[config.mk]
export PLATFORM = sky130hd
export DESIGN_NAME = uart_rx
export DESIGN_NICKNAME = d
export VERILOG_FILES = /design/src/rtl/uart_pkg.sv /design/src/rtl/sync_2ff.sv /design/src/rtl/uart_rx.sv
export SDC_FILE = /design/constraint.sdc
export NUM_CORES = 1
export LEC_CHECK = 0
export BUFFER_PORTS_ARGS = -buffer_cell sky130_fd_sc_hd__buf_2
export CAP_MARGIN = 20
export CORE_MARGIN = 2
export CORE_UTILIZATION = 50
export CTS_CLUSTER_SIZE = 14
export DETAILED_ROUTE_END_ITERATION = 12
export PLACE_DENSITY = 0.79
export REMOVE_ABC_BUFFERS = 1
export SLEW_MARGIN = 20
export SYNTH_ARGS = -nofsm -noshare
export SYNTH_HDL_FRONTEND = slang
export SYNTH_SLANG_ARGS = --single-unit
[constraint.sdc]
create_clock -name clk -period 4 [get_ports clk]
set_input_delay 1 -clock clk [delete_from_list [all_inputs] [get_ports clk]]
set_output_delay 1 -clock clk [all_outputs]
set_load 0.02 [all_outputs]
[src/rtl/uart_pkg.sv]
// Shared UART definitions for the receiver and transmitter.
//   uart_state_e : receiver FSM states (StParity exists only when UART_RX_PARITY_EN is defined)
//   OVERSAMPLE   : s_tick strobes per bit period
//   MID_SAMPLE   : s_tick count at which the start bit is re-checked (mid-bit)
// Optional feature macro: UART_RX_PARITY_EN.
package uart_pkg;

  localparam int unsigned OVERSAMPLE = 16;
  localparam int unsigned MID_SAMPLE = 7;

  typedef enum logic [2:0] {
    StIdle,
    StStart,
    StData,
`ifdef UART_RX_PARITY_EN
    StParity,
`endif
    StStop
  } uart_state_e;

endpackage

[src/rtl/sync_2ff.sv]
// Two-flop synchronizer for a single asynchronous bit.
//   clk     : rising-edge clock
//   reset_n : asynchronous active-low reset, both flops reset to 1 (idle line level)
//   d_i     : asynchronous input
//   q_o     : synchronized output
module sync_2ff (
  input  logic clk,
  input  logic reset_n,
  input  logic d_i,
  output logic q_o
);

  logic meta_q;
  logic sync_q;

  always_ff @(posedge clk or negedge reset_n) begin
    if (!reset_n) begin
      meta_q <= 1'b1;
      sync_q <= 1'b1;
    end else begin
      meta_q <= d_i;
      sync_q <= meta_q;
    end
  end

  assign q_o = sync_q;

endmodule

[src/rtl/uart_rx.sv]
// UART receiver with 16x oversampling.
//   clk          : rising-edge clock
//   reset_n      : asynchronous active-low reset
//   s_tick       : one-clk strobe at 16x baud
//   rx           : asynchronous serial line, idle high, LSB first
//   rx_dout      : last received word (held until the next completed frame)
//   rx_done_tick : one-clk pulse when a frame completes, aligned with rx_dout update
//   frame_err    : stop bit was sampled low on the last frame
//   parity_err   : (UART_RX_PARITY_EN only) parity mismatch on the last frame
// Optional feature macro: UART_RX_PARITY_EN adds a parity bit between data and stop,
// the PARITY_ODD parameter and the parity_err output.
module uart_rx
  import uart_pkg::*;
#(
  parameter int unsigned DBIT    = 8,
  parameter int unsigned SB_TICK = 16
`ifdef UART_RX_PARITY_EN
  ,
  parameter bit          PARITY_ODD = 1'b0
`endif
) (
  input  logic            clk,
  input  logic            reset_n,
  input  logic            s_tick,
  input  logic            rx,
  output logic [DBIT-1:0] rx_dout,
  output logic            rx_done_tick,
  output logic            frame_err
`ifdef UART_RX_PARITY_EN
  ,
  output logic            parity_err
`endif
);

  localparam int unsigned SW = $clog2(SB_TICK);
  localparam int unsigned NW = (DBIT > 1) ? $clog2(DBIT) : 1;

  localparam logic [SW-1:0] SMid  = SW'(MID_SAMPLE);
  localparam logic [SW-1:0] SBit  = SW'(OVERSAMPLE - 1);
  localparam logic [SW-1:0] SStop = SW'(SB_TICK - 1);
  localparam logic [NW-1:0] NLast = NW'(DBIT - 1);

  logic rx_s;

  sync_2ff u_sync (
    .clk     (clk),
    .reset_n (reset_n),
    .d_i     (rx),
    .q_o     (rx_s)
  );

  uart_state_e     state_q, state_d;
  logic [SW-1:0]   s_q, s_d;
  logic [NW-1:0]   n_q, n_d;
  logic [DBIT-1:0] b_q, b_d;
  logic [DBIT-1:0] dout_q, dout_d;
  logic            ferr_q, ferr_d;
  logic            done_q, done_d;
`ifdef UART_RX_PARITY_EN
  logic            par_bit_q, par_bit_d;
  logic            perr_q, perr_d;
`endif

  always_comb begin
    state_d = state_q;
    s_d     = s_q;
    n_d     = n_q;
    b_d     = b_q;
    dout_d  = dout_q;
    ferr_d  = ferr_q;
    done_d  = 1'b0;
`ifdef UART_RX_PARITY_EN
    par_bit_d = par_bit_q;
    perr_d    = perr_q;
`endif

    case (state_q)
      StIdle: begin
        s_d = '0;
        if (!rx_s) state_d = StStart;
      end

      StStart: begin
        if (s_tick) begin
          if (s_q == SMid) begin
            s_d = '0;
            if (!rx_s) begin
              state_d = StData;
              n_d     = '0;
            end else begin
              // Line went back high before mid-bit: treat as a glitch.
              state_d = StIdle;
            end
          end else begin
            s_d = s_q + 1'b1;
          end
        end
      end

      StData: begin
        if (s_tick) begin
          if (s_q == SBit) begin
            s_d = '0;
            b_d = {rx_s, b_q[DBIT-1:1]};
            if (n_q == NLast) begin
`ifdef UART_RX_PARITY_EN
              state_d = StParity;
`else
              state_d = StStop;
`endif
            end else begin
              n_d = n_q + 1'b1;
            end
          end else begin
            s_d = s_q + 1'b1;
          end
        end
      end

`ifdef UART_RX_PARITY_EN
      StParity: begin
        if (s_tick) begin
          if (s_q == SBit) begin
            s_d       = '0;
            par_bit_d = rx_s;
            state_d   = StStop;
          end else begin
            s_d = s_q + 1'b1;
          end
        end
      end
`endif

      StStop: begin
        if (s_tick) begin
          if (s_q == SStop) begin
            s_d     = '0;
            dout_d  = b_q;
            ferr_d  = ~rx_s;
            done_d  = 1'b1;
            state_d = StIdle;
`ifdef UART_RX_PARITY_EN
            perr_d  = ^b_q ^ par_bit_q ^ PARITY_ODD;
`endif
          end else begin
            s_d = s_q + 1'b1;
          end
        end
      end

      default: begin
        state_d = StIdle;
        s_d     = '0;
      end
    endcase
  end

  always_ff @(posedge clk or negedge reset_n) begin
    if (!reset_n) begin
      state_q <= StIdle;
      s_q     <= '0;
      n_q     <= '0;
      b_q     <= '0;
      dout_q  <= '0;
      ferr_q  <= 1'b0;
      done_q  <= 1'b0;
`ifdef UART_RX_PARITY_EN
      par_bit_q <= 1'b0;
      perr_q    <= 1'b0;
`endif
    end else begin
      state_q <= state_d;
      s_q     <= s_d;
      n_q     <= n_d;
      b_q     <= b_d;
      dout_q  <= dout_d;
      ferr_q  <= ferr_d;
      done_q  <= done_d;
`ifdef UART_RX_PARITY_EN
      par_bit_q <= par_bit_d;
      perr_q    <= perr_d;
`endif
    end
  end

  assign rx_dout      = dout_q;
  assign rx_done_tick = done_q;
  assign frame_err    = ferr_q;
`ifdef UART_RX_PARITY_EN
  assign parity_err   = perr_q;
`endif

endmodule

* Word level (Yosys, flattened, before mapping) *
Index checks and enable logic that the tools add are counted.

storage, ports and cells
  bits in registers = 30
  latch bits = 0
  bits in writable memories = 0
  ROM bits = 0
  bits of input ports = 4
  output and inout port bits = 10
  logic and storage cells = 62
  memories = 0

operators by class
  add/subtract/negate cells = 2
  multipliers = 0
  div/mod/pow operators = 0
  magnitude comparators = 0
  eq/ne operators = 17
  shift-type cells = 0
  muxes and demuxes = 25
  bitwise gates (word level) = 1
  reduce and logical (&&, ||, !) cells = 8

operators by type and width
  operator                                                         count
  3-bit two-way mux                                                14
  2-bit != test, second input constant                             10
  4-bit two-way mux                                                4
  3-bit case mux with 4 select lines                               1
  4-bit case mux with 2 select lines                               1
  8-bit AND reduction                                              1
  7-bit AND reduction                                              1
  3-bit by 2-bit == test with 1-bit output, second input constant  2
  3-bit case mux with 2 select lines                               1
  3-bit AND reduction                                              2
  4-bit by 1-bit adder with 4-bit output, second input constant    1
  4-bit by 3-bit == test with 1-bit output, second input constant  1
  4-bit == test, second input constant                             1
  3-bit by 1-bit adder with 3-bit output, second input constant    1
  3-bit by 1-bit == test with 1-bit output, second input constant  1
  3-bit == test, second input constant                             1
  3-bit logical NOT                                                1
  1-bit two-way mux                                                3
  2-bit two-way mux                                                1
  2-bit by 1-bit != test with 1-bit output, second input constant  1
  2-bit AND reduction                                              1
  2-bit nonzero test                                               1
  2-bit OR reduction                                               1
  1-bit NOT                                                        1

* Logic depth before layout (Yosys ltp) *
  depth in word-level cells = 5
  depth in mapped cells = 6
  mapped depth without buffers = 5

* Modules after synthesis *
Synthesis repeated with hierarchy kept, for this count alone.

second synthesis, totals
  cell total of the unflattened synthesis = 106
  area total of the unflattened synthesis = 1370.1 um2

by module, submodules not included
  module    times used  cells an instance  area an instance (um2)  sequential area each (um2)
  uart_rx   1           104                1317.5                  675.6
  sync_2ff  1           2                  52.6                    52.6

* Worst setup path before layout *
No wires, ideal clock.

  path type = input port to flip-flop
  start = in s_tick
  end = reg dout_q[1], in the netlist rx_dout[1]
  library setup time = 125 ps
  arrival time = 2044 ps
  data required time = 3875 ps
  setup slack = 1831 ps
  stages = 5
  path buffers = 2
  path through = clkbuf_2 > nand2_1 > or3_4 > buf_6 > mux2_4

between the ends
  word-level cells in the longest chain between the ends = 1

RTL lines
  element                        RTL line        text
  start, declared                uart_rx.sv:24   input logic s_tick,
  3-bit AND reduction (no line)  --
  end signal, assigned           uart_rx.sv:176  dout_q <= dout_d;
  end, declared                  uart_rx.sv:56   logic [DBIT-1:0] dout_q, dout_d;

No other way between the ends.
A chain may end at the register's enable or synchronous reset.

* Worst setup path in the final report *
  start = in s_tick
  end = reg b_q[6]

between the ends
  word-level cells in the longest chain between the ends = 1

RTL lines
  element                        RTL line        text
  3-bit AND reduction (no line)  --
  end signal, assigned           uart_rx.sv:163  b_q <= '0;
  end signal, assigned           uart_rx.sv:175  b_q <= b_d;
  end, declared                  uart_rx.sv:55   logic [DBIT-1:0] b_q, b_d;

No other way between the ends.

==> results.py <==
metrics = {
    "global_routing": {
        "grt_pass1_vias": 749,
        "grt_usage_pct": 16.4,
        "grt_pass1_wl_mm": 3.34,
        "grt_max_degree": 30,
        "overflow": 0,
        "grt_antenna_before_repair": 0,
    },
    "clock_network": {
        "cts_root_buf": "clkbuf_4",
        "hold_buffers": 0,
        "clkLatencyLatePin_ns": 0.32,
        "path_clk_slew_ns": 0.09,
        "htreeDepth": 2,
        "clock_path_buffers": 2,
        "postCtsSetupRepairBufs": 0,
        "numCtsBuffers": 5,
        "cts_tree": "built",
        "cts_resized": 0,
        "clock-sinks": 29,
    },
    "timing": {
        "setup_tns_ns": 0,
        "drv_slew": 0,
        "skew_ns": 0.00917,
        "max_freq_mhz": 509,
        "finalSetupViolations": 0,
        "finalCritPeriodShare_pct": 49.1,
        "relSlewSlack_pct": 57.6,
        "hold_violations": 0,
        "min_period_ns": 1.96,
        "timing.hold.ws_ns": 0.360,
        "rsz0062_at_grt": "false",
        "worstMarginPinSlew_ns": 0.637,
    },
    "synth": {
        "syn_area_per_cell_um2": 13.7,
        "yosys-top-cells-area": "dfrtp_1 (53%), mux2_2 (9.7%), mux2_4 (8.3%), dfstp_2 (4.1%), ha_1 (3.0%)",
        "synthFlopType": "dfrtp_1",
        "synth_seq_area_share_pct": 57.3,
        "netlist_instances": 93,
        "yosys_warnings": 0,
        "yosys.area.top_type": "dfrtp_1",
        "ys_ff_latch": 29,
        "synthTopCellsByCount": "dfrtp_1 (27), mux2_2 (11), mux2_4 (7)",
        "yosysMostFrequentCell": "dfrtp_1",
        "synth_cell_types": 30,
        "yosysTopAreaCellShare_pct": 53.1,
        "synth_edf_count": 0,
        "syn_area_um2": 1270,
        "async_flop_share_pct": 100,
    },
    "power_and_ir_drop": {
        "ir_worst_vdd_mv": 0.257,
        "total_leakage_power_nw": 0.730,
        "powerDensity_nw_per_um2": 464,
    },
    "worst_setup_path": {
        "timing_worst_setup_path_type": "in2reg",
        "crit_arrival_ns": 2.17,
        "crit_required_ns": 4.21,
        "critPathCaptureType": "flip-flop",
        "worstPathMaxFanout": 8,
        "cp-start-kind": "input pin",
    },
    "die": {
        "dieWidth_um": 54.4,
        "die_area_um2": 2960,
        "die_h_um": 54.4,
        "ioPinCount": 14,
        "core_area_um2": 2430,
        "placementRows": 18,
        "initial_core_util_pct": 52.3,
    },
    "layout": {
        "syn_to_final_growth_pct": 10.3,
        "finalNetCount": 116,
        "drive_gt1_share_pct": 40.9,
        "antennaDiodeCount": 0,
    },
    "routing": {
        "drc": 0,
        "routed_via_density": 5.41,
        "vias": 758,
        "drt-initial-drc-count": 7,
        "ant_nets": 0,
        "wl_per_cell_um": 13.9,
        "firstDrtPassIters": 4,
        "routed_wirelength_mm": 1.94,
    },
    "run": {
        "cap_violations": 0,
    },
    "run_status": {
        "outcome": "completed",
    },
    "hold_path": {
        "hp-class": "reg2reg",
    },
    "placement": {
        "globalplace.congestion": 0.809,
        "port_buffers": 13,
        "hpwl_mm": 1.36,
    },
}
==> per-stage QoR <==
step / instance area (um2) / total power [mW] / util (%) / instances / worst slack, ns
2_1_floorplan: 1240 / 0.450 / - / 89 / 2.03
4_1_cts: 1400 / 0.659 / 57.7 / 140 / 2.03
5_1_grt: 1400 / 0.697 / 57.7 / 140 / 1.95
3_5_place_dp: 1350 / 0.487 / 55.4 / 132 / 1.68
6_report: 1400 / 0.650 / 57.7 / 140 / 2.04
3_3_place_gp: 1350 / 0.477 / 55.4 / 132 / 1.74
==> report_power, final <==
| group | switching, mW | internal [mW] | total, mW |
|---|---|---|---|
| Combinational | 0.0550 | 0.0452 | 0.100 |
| Sequential | 0.0561 | 0.324 | 0.380 |
| Clock | 0.104 | 0.0661 | 0.170 |
| Total | 0.215 | 0.435 | 0.650 |
==> layout by cell type (no fill, tap or decap), drive strengths merged <==
| cell | count |
|---|---|
| clkinv | 2 |
| dfrtp | 27 |
| nand2 | 3 |
| or3 | 1 |
| nor2 | 4 |
| mux2 | 18 |
| xor2 | 1 |
| a21oi | 4 |
| nor3 | 3 |
| nor4 | 1 |
| nor2b | 1 |
| nand3 | 2 |
| buf | 13 |
| a22o | 2 |
| clkbuf | 5 |
| a41oi | 1 |
| ha | 3 |
| and3 | 1 |
| o21ai | 5 |
| mux2i | 1 |
| inv | 4 |
| dfstp | 2 |
| a31oi | 1 |
| clkinvlp | 1 |
| a221o | 1 |
| nand4 | 1 |
| nand3b | 1 |
| and4b | 1 |
==> sequential cells by signal, indices dropped and copies added, names as in the netlist <==
register,flops
n_q,3
frame_err,1
u_sync.q_o,1
rx_dout,8
b_q,8
s_q,4
rx_done_tick,1
state_q,2
u_sync.meta_q,1
==> final timing paths <==
check	end	cells past startpoint	from	slack, ns
setup / recovery	b_q[6]	4	s_tick	2.04
hold / removal	u_sync.q_o	0	u_sync.meta_q	0.36
setup reg to reg	b_q[6]	4	s_q[0]	2.14
hold reg to reg	u_sync.q_o	0	u_sync.meta_q	0.36
max in group asynchronous	s_q[0]	1	reset_n	2.90
min in group asynchronous	b_q[5]	1	reset_n	0.69
==> area by class of cell <==
class / instances / area [um2]
Clock buffer: 5 / 37.5
Clock inverter: 3 / 17.5
Fill cell: 200 / 1030
Inverter: 4 / 15.0
Multi-Input combinational cell: 56 / 502
Sequential cell: 29 / 728
Tap cell: 30 / 37.5
Timing Repair Buffer: 13 / 65.1
==> kinds of logic (layout without fill, tap and decap cells) <==
group,after synthesis,in the layout,synth area share (%)
DFF,29,29,57.3
muxes,19,19,18.8
and+or+nand+nor,19,19,10.1
AOI/OAI and AO/OA,14,14,6.89
buffers and inverters,8,25,3.25
adders and majority gates,3,3,2.95
xor gates and xnor gates,1,1,0.689
==> metal layers <==
layer,track usage (%),share of wire (%),vias to the layer above
met1,20.9,49,370
met2,24.9,44,15
li1,-,-,366
met4,8.75,2.0,0
met3,4.92,4.3,7
met5,0,0,-
==> critical path, stage by stage <==
cell,delay (ns)
buf_2,0.15
nand2_1,0.13
nor3_2,0.49
mux2_2,0.40
Power figures use the tool's default switching activity.
